File: src/rtl/cu_pkg.sv
// Shared types and encodings for the hardwired control unit.
// Control-word layout, state enum, opcode/funsel/select codes.
package cu_pkg;

  typedef enum logic [2:0] {
    S_RST,
    S_INIT,
    S_FETCH_L,
    S_FETCH_H,
    S_DECODE,
    S_EXEC1,
    S_EXEC2,
    S_HALT
  } state_t;

  localparam logic [3:0] OP_LDI = 4'h0;
  localparam logic [3:0] OP_ADD = 4'h1;
  localparam logic [3:0] OP_SUB = 4'h2;
  localparam logic [3:0] OP_AND = 4'h3;
  localparam logic [3:0] OP_INC = 4'h4;
  localparam logic [3:0] OP_LDM = 4'h5;
  localparam logic [3:0] OP_STM = 4'h6;
  localparam logic [3:0] OP_BRA = 4'h7;
  localparam logic [3:0] OP_HLT = 4'hF;

  localparam logic [1:0] FUN_CLR  = 2'b00;
  localparam logic [1:0] FUN_LOAD = 2'b01;
  localparam logic [1:0] FUN_DEC  = 2'b10;
  localparam logic [1:0] FUN_INC  = 2'b11;

  localparam logic [1:0] ARF_PC = 2'b00;
  localparam logic [1:0] ARF_AR = 2'b01;
  localparam logic [1:0] ARF_SP = 2'b10;

  localparam logic [3:0] EN_PC  = 4'b0001;
  localparam logic [3:0] EN_AR  = 4'b0010;
  localparam logic [3:0] EN_SP  = 4'b0100;
  localparam logic [3:0] EN_ALL = 4'b1111;

  localparam logic [1:0] MUXA_IR  = 2'b01;
  localparam logic [1:0] MUXA_MEM = 2'b10;
  localparam logic [1:0] MUXA_ALU = 2'b11;
  localparam logic [1:0] MUXB_IR  = 2'b01;
  localparam logic       MUXC_RF  = 1'b1;

  localparam logic [3:0] ALU_PASSA = 4'b0000;
  localparam logic [3:0] ALU_ADD   = 4'b0100;
  localparam logic [3:0] ALU_SUB   = 4'b0110;
  localparam logic [3:0] ALU_AND   = 4'b0111;

  typedef struct packed {
    logic       halted;
    logic [1:0] outasel;
    logic [1:0] outbsel;
    logic [1:0] funsel_ir;
    logic [1:0] funsel_arf;
    logic [1:0] funsel_rf;
    logic [3:0] funsel_alu;
    logic [3:0] regsel_rf;
    logic [3:0] regsel_arf;
    logic [3:0] rf_tsel;
    logic [2:0] rf_o1sel;
    logic [2:0] rf_o2sel;
    logic       wr_mem;
    logic       cs_mem;
    logic       ir_enable;
    logic       ir_lh;
    logic [1:0] muxsel_a;
    logic [1:0] muxsel_b;
    logic       muxsel_c;
  } ctrl_t;

  function automatic logic [3:0] onehot(input logic [1:0] r);
    onehot = 4'b0001 << r;
  endfunction

  function automatic logic is_alu(input logic [3:0] op);
    is_alu = (op == OP_ADD) || (op == OP_SUB) || (op == OP_AND);
  endfunction

  function automatic logic [3:0] alu_code(input logic [3:0] op);
    unique case (1'b1)
      (op == OP_ADD): alu_code = ALU_ADD;
      (op == OP_SUB): alu_code = ALU_SUB;
      default:        alu_code = ALU_AND;
    endcase
  endfunction

  function automatic logic two_cycle(input logic [3:0] op);
    two_cycle = (op == OP_LDM) || (op == OP_STM);
  endfunction

endpackage

File: src/rtl/cu_decoder.sv
// Combinational control-word decoder.
// Maps (state, op, rd, rs) to every datapath control.
module cu_decoder
  import cu_pkg::*;
(
  input  state_t     state,
  input  logic [3:0] op,
  input  logic [1:0] rd,
  input  logic [1:0] rs,
  output ctrl_t      ctrl
);

  always_comb begin
    ctrl = '0;
    case (state)
      S_INIT: begin
        ctrl.regsel_arf = EN_ALL;
        ctrl.funsel_arf = FUN_CLR;
        ctrl.regsel_rf  = EN_ALL;
        ctrl.rf_tsel    = EN_ALL;
        ctrl.funsel_rf  = FUN_CLR;
        ctrl.ir_enable  = 1'b1;
        ctrl.funsel_ir  = FUN_CLR;
      end
      S_FETCH_L, S_FETCH_H: begin
        ctrl.cs_mem     = 1'b1;
        ctrl.outbsel    = ARF_PC;
        ctrl.ir_enable  = 1'b1;
        ctrl.funsel_ir  = FUN_LOAD;
        ctrl.ir_lh      = (state == S_FETCH_H);
        ctrl.regsel_arf = EN_PC;
        ctrl.funsel_arf = FUN_INC;
      end
      S_EXEC1: begin
        unique case (1'b1)
          (op == OP_LDI): begin
            ctrl.muxsel_a  = MUXA_IR;
            ctrl.funsel_rf = FUN_LOAD;
            ctrl.regsel_rf = onehot(rd);
          end
          is_alu(op): begin
            ctrl.rf_o1sel   = {1'b0, rd};
            ctrl.rf_o2sel   = {1'b0, rs};
            ctrl.muxsel_c   = MUXC_RF;
            ctrl.funsel_alu = alu_code(op);
            ctrl.muxsel_a   = MUXA_ALU;
            ctrl.funsel_rf  = FUN_LOAD;
            ctrl.regsel_rf  = onehot(rd);
          end
          (op == OP_INC): begin
            ctrl.funsel_rf = FUN_INC;
            ctrl.regsel_rf = onehot(rd);
          end
          two_cycle(op): begin
            ctrl.muxsel_b   = MUXB_IR;
            ctrl.funsel_arf = FUN_LOAD;
            ctrl.regsel_arf = EN_AR;
          end
          (op == OP_BRA): begin
            ctrl.muxsel_b   = MUXB_IR;
            ctrl.funsel_arf = FUN_LOAD;
            ctrl.regsel_arf = EN_PC;
          end
          default: ;
        endcase
      end
      S_EXEC2: begin
        ctrl.cs_mem  = 1'b1;
        ctrl.outbsel = ARF_AR;
        if (op == OP_STM) begin
          ctrl.wr_mem     = 1'b1;
          ctrl.rf_o1sel   = {1'b0, rd};
          ctrl.muxsel_c   = MUXC_RF;
          ctrl.funsel_alu = ALU_PASSA;
        end else begin
          ctrl.muxsel_a  = MUXA_MEM;
          ctrl.funsel_rf = FUN_LOAD;
          ctrl.regsel_rf = onehot(rd);
        end
      end
      S_HALT: ctrl.halted = 1'b1;
      default: ;
    endcase
  end

endmodule

File: src/rtl/control_unit.sv
// Hardwired fetch/decode/execute sequencer for the system datapath.
// Holds the state register; the control word comes from cu_decoder.
module control_unit
  import cu_pkg::*;
#(
  parameter int N = 8
) (
  input  logic       clk,
  input  logic       rst_n,
  input  logic [7:0] ir_msbs,
  output logic       halted,
  output logic [1:0] outasel,
  output logic [1:0] outbsel,
  output logic [1:0] funsel_ir,
  output logic [1:0] funsel_arf,
  output logic [1:0] funsel_rf,
  output logic [3:0] funsel_alu,
  output logic [3:0] regsel_rf,
  output logic [3:0] regsel_arf,
  output logic [3:0] rf_tsel,
  output logic [2:0] rf_o1sel,
  output logic [2:0] rf_o2sel,
  output logic       wr_mem,
  output logic       cs_mem,
  output logic       ir_enable,
  output logic       ir_lh,
  output logic [1:0] muxsel_a,
  output logic [1:0] muxsel_b,
  output logic       muxsel_c
);

  state_t     state;
  ctrl_t      ctrl;
  logic [3:0] op;

  assign op = ir_msbs[7:4];

  // S_RST is the idle-word state held until the first edge after release.
  always_ff @(posedge clk or negedge rst_n) begin
    if (!rst_n) begin
      state <= S_RST;
    end else begin
      case (state)
        S_RST:     state <= S_INIT;
        S_INIT:    state <= S_FETCH_L;
        S_FETCH_L: state <= S_FETCH_H;
        S_FETCH_H: state <= S_DECODE;
        S_DECODE:  state <= S_EXEC1;
        S_EXEC1: begin
          if (op == OP_HLT)
            state <= S_HALT;
          else if (two_cycle(op))
            state <= S_EXEC2;
          else
            state <= S_FETCH_L;
        end
        S_EXEC2:   state <= S_FETCH_L;
        S_HALT:    state <= S_HALT;
        default:   state <= S_RST;
      endcase
    end
  end

  cu_decoder u_dec (
    .state (state),
    .op    (op),
    .rd    (ir_msbs[3:2]),
    .rs    (ir_msbs[1:0]),
    .ctrl  (ctrl)
  );

  assign halted     = ctrl.halted;
  assign outasel    = ctrl.outasel;
  assign outbsel    = ctrl.outbsel;
  assign funsel_ir  = ctrl.funsel_ir;
  assign funsel_arf = ctrl.funsel_arf;
  assign funsel_rf  = ctrl.funsel_rf;
  assign funsel_alu = ctrl.funsel_alu;
  assign regsel_rf  = ctrl.regsel_rf;
  assign regsel_arf = ctrl.regsel_arf;
  assign rf_tsel    = ctrl.rf_tsel;
  assign rf_o1sel   = ctrl.rf_o1sel;
  assign rf_o2sel   = ctrl.rf_o2sel;
  assign wr_mem     = ctrl.wr_mem;
  assign cs_mem     = ctrl.cs_mem;
  assign ir_enable  = ctrl.ir_enable;
  assign ir_lh      = ctrl.ir_lh;
  assign muxsel_a   = ctrl.muxsel_a;
  assign muxsel_b   = ctrl.muxsel_b;
  assign muxsel_c   = ctrl.muxsel_c;

endmodule

File: config.mk
export PLATFORM = sky130hd
export DESIGN_NAME = control_unit
export DESIGN_NICKNAME = d
export VERILOG_FILES = /design/src/rtl/cu_pkg.sv /design/src/rtl/cu_decoder.sv /design/src/rtl/control_unit.sv
export SDC_FILE = /design/constraint.sdc
export NUM_CORES = 1
export LEC_CHECK = 0
export ABC_AREA = 1
export ABC_CLOCK_PERIOD_IN_PS = 3120
export BUFFER_PORTS_ARGS = -buffer_cell sky130_fd_sc_hd__buf_2
export CORE_MARGIN = 2
export CORE_UTILIZATION = 41
export CTS_CLUSTER_SIZE = 16
export DETAILED_ROUTE_END_ITERATION = 10
export GPL_TIMING_DRIVEN = 0
export PLACE_DENSITY = 0.85
export SYNTH_ARGS = -nofsm -noshare
export SYNTH_HDL_FRONTEND = slang
export SYNTH_SLANG_ARGS = --single-unit
File: constraint.sdc
create_clock -name clk -period 3.12 [get_ports clk]
set_input_delay 0.312 -clock clk [delete_from_list [all_inputs] [get_ports clk]]
set_output_delay 0.312 -clock clk [all_outputs]
set_load 0.05 [all_outputs]
==> results.md <==
* Die extent in x at 43.8 um
* Critical path data arrival time at 1.61 ns
* Most common flop cell mapped by yosys: dfrtp_1
* Combinational share of power at 86.0%
* Synth Register Bits at 3
* Synthesized cell area at 651 um^2
* Most frequent cell after synthesis: nand2_1
* Initial Util at 43.7%
* Antenna diodes at 0
* Async S/R FF share, synth at 100%
* DRT met1 WL at 676 um
* EDFF count, synth at 0
* Area occupied by multi-input gates at 415 um^2
* PostCTS Resize Cnt at 0
* Total CTS buffers at 3
* CP Max Fanout at 6
* Register Area at 75.1 um^2
* Nets at 178
* Clk root buf: clkbuf_4
* Wire per inst at 9.04 um
* CP bufs+invs at 5
* Cell taking the most area after synthesis: buf_4
* Port Buffers at 43
* Final Cycle Share at 61.7%
* Reg with most FFs: state
* Mux cell area share after synthesis at 0%
* Most frequent cells after synthesis: nand2_1 (18), inv_1 (17), nand3_1 (17), nor2_1 (15), buf_4 (13)
* Max cap viols at 0
* Chip height at 43.8 um
* TritonRoute pass-1 iters at 4
* GRT Total Usage at 16.8%
* Min Tclk post-route at 1.92 ns
* Post-synthesis adder-cell area fraction at 0%
* RSZ-0062 raised after global routing: false
* CTS Buffer Depth at 2
* Final wirelength at 1.65 mm
* Largest regs: state: 3 flops
* Yosys warnings at 0
* Crit path cell chain: inv_2 -> nand2_2 -> inv_1 -> nand2_4 -> inv_1 -> buf_4 -> buf_2
* Max Used Layer: met4
* Proportion of layout cells with a drive suffix above 1 at 47.9%
* Leakage at 0.698 nW
* Pwr per Cell Area at 1190 nW/um^2
* Initial antenna violation count at 0
* Synth Area in Compound Gates at 8.08%
* Crit end category: primary output
* CP delay by family, top: buffers and inverters
* CTS HTree Levels at 1
* Avg Synthesized Cell Area at 5.81 um^2
* Post-Synthesis Cells at 112
* Fin Clk Skew at 0.00740 ns
* Clock sinks at 3
* Simple-Gate Fraction of Synth Area at 51.2%
* Status: complete, no violations
* I/O pin cnt at 52
* Master of the slowest instance on the critical path: dfrtp_1
* Worst hold margin at 0.422 ns
* Post-synth top area share at 15.0%
* Congestion Overflow GR at 0
* First-iteration detailed-routing DRC count at 13
* Final setup viols at 0
* Startpoint types: register
* Met3 wire length at 156 um
* Clk_lat worst skew at 0.24 ns
* Cell internal pwr at 0.314 mW
* Kind of critical path: register to primary output
* CP peak stage delay at 0.45 ns
* Die area at 1920 um^2
* Largest net degree at the start of global routing at 11
* Seq/Total Area, Yosys at 11.5%
* Final Hold Vio Count at 0
* Unique masters post-synth at 18
* Max FFs per register at 3
* DRT antenna net count at 0
* Sw Ratio at 72.2%
* Net Sw Power at 0.817 mW
* DRC errors left at 0
* Core area at 1490 um^2
* DP HPWL at 1.36 mm
* CTS tree: yes
* Max Slew Vio Count at 0
* First-pass GRT wire length at 2.53 mm
* Number of core rows at 14
* Maximum VDD drop at 0.000743 V
* Vias in the first global route at 642
* Filler Cell Count at 148
* Vias at 833
* Gpl congestion at 0.817
* Fin Setup TNS at 0 ns
* Class of the worst hold path: primary input to asynchronous set/reset pin
* Layout area overhead at 45.8%
* Sequential power share at 7.7%
* DR vias/cell at 4.55
* Clk network pwr share at 6.3%
* Post-Synth XOR/XNOR Area at 0%
* Top post-synthesis cells by area: buf_4 (15%), nand3_1 (13%), dfrtp_1 (12%)
* Reg clk slew, reported paths at 0.04 ns
* Most frequent CP cell: inv_1
* Largest family of logic cells by synthesized area: simple AND/OR/NAND/NOR gates
* Fmax achieved at 520 MHz
* WP data required at 2.81 ns
* Met2 wire length at 804 um
-- path summary, 6_finish.rpt --
| path | cells after the start | slack [ns] | to | startpoint |
|---|---|---|---|---|
| max | 7 | 1.20 | rf_tsel[2] | state[1]$_DFF_PN0_ |
| min in group clk | 5 | 0.57 | state[0]$_DFF_PN0_ | ir_msbs[6] |
| min reg2reg | 2 | 0.62 | state[1]$_DFF_PN0_ | state[2]$_DFF_PN0_ |
| max reg2reg | 6 | 2.02 | state[0]$_DFF_PN0_ | state[0]$_DFF_PN0_ |
| max in group asynchronous | 2 | 2.59 | state[0]$_DFF_PN0_ | rst_n |
| min | 2 | 0.42 | state[2]$_DFF_PN0_ | rst_n |
-- power by group through the flow --
| stage | registers (mW) | logic, mW | clock network (mW) |
|---|---|---|---|
| after floorplan | 0.0803 | 0.802 | 0 |
| after global placement | 0.0848 | 0.962 | 0 |
| after detailed placement | 0.0865 | 0.972 | 0 |
| after CTS | 0.0863 | 0.975 | 0.0716 |
| after global routing | 0.0891 | 1.02 | 0.0748 |
| final | 0.0876 | 0.972 | 0.0708 |
-- per-layer routing --
layer	vias to the layer above	global-route usage (%)
met2	36	31.2
met1	363	19.8
met5	-	0
met4	0	5.45
li1	432	-
met3	2	1.67
-- worst reg2reg max path, stage by stage, from the launching register on --
cell and delay, ns:
dfrtp_1 0.42, inv_2 0.11, nand2_2 0.10, nor2_8 0.17
inv_4 0.05, o21ai_1 0.07, a21oi_1 0.06
-- per-stage QoR --
stage	std cells	area, um^2	power [mW]	setup slack (ns)	utilization (%)
after floorplan	119	677	0.882	0.965	-
after global routing	183	948	1.19	1.09	63.7
final	183	948	1.13	1.20	63.7
after CTS	183	948	1.13	1.19	63.7
after detailed placement	178	912	1.06	1.46	61.3
after global placement	178	912	1.05	1.49	61.3
-- area by class of cell --
class | instances | share of cell area, %
buffer | 13 | 10.3
clock buffer | 4 | 2.77
inverter | 23 | 9.37
multi-input combinational | 80 | 43.8
sequential | 3 | 7.92
tap | 16 | 2.11
timing repair buffer | 44 | 23.7
-- logic make-up (layout without fill, tap and decap cells) --
family                 count (synthesis)  count (layout)
other                                  1               8
DFF                                    3               3
AOI/OAI and AO/OA                      9               9
and+or+nand+nor                       63              63
buffers and inverters                 36              84
-- placed cells by master (no fill, tap or decap) --
cell            n
buf_2          43
nand2_1        18
inv_1          17
nand3_1        17
nor2_1         15
buf_4          13
conb_1          8
inv_2           5
nand2_2         5
o21ai_0         4
nor2_2          3
clkbuf_4        3
dfrtp_1         3
nor2_8          2
nand2_4         2
o21ai_2         2
a21oi_1         2
nor2_4          1
inv_4           1
o21ai_1         1
clkbuf_1        1
dlygate4sd3_1   1
-- what timing repair did --
| action | in CTS | in global routing |
|---|---|---|
| hold buffers | 1 | 0 |
| endpoints found under the setup margin | 0 | 0 |
| hold endpoints to repair | 3 | 0 |
| buffers inserted | 0 | 0 |
Note: power is estimated with default switching activity, not from simulation.
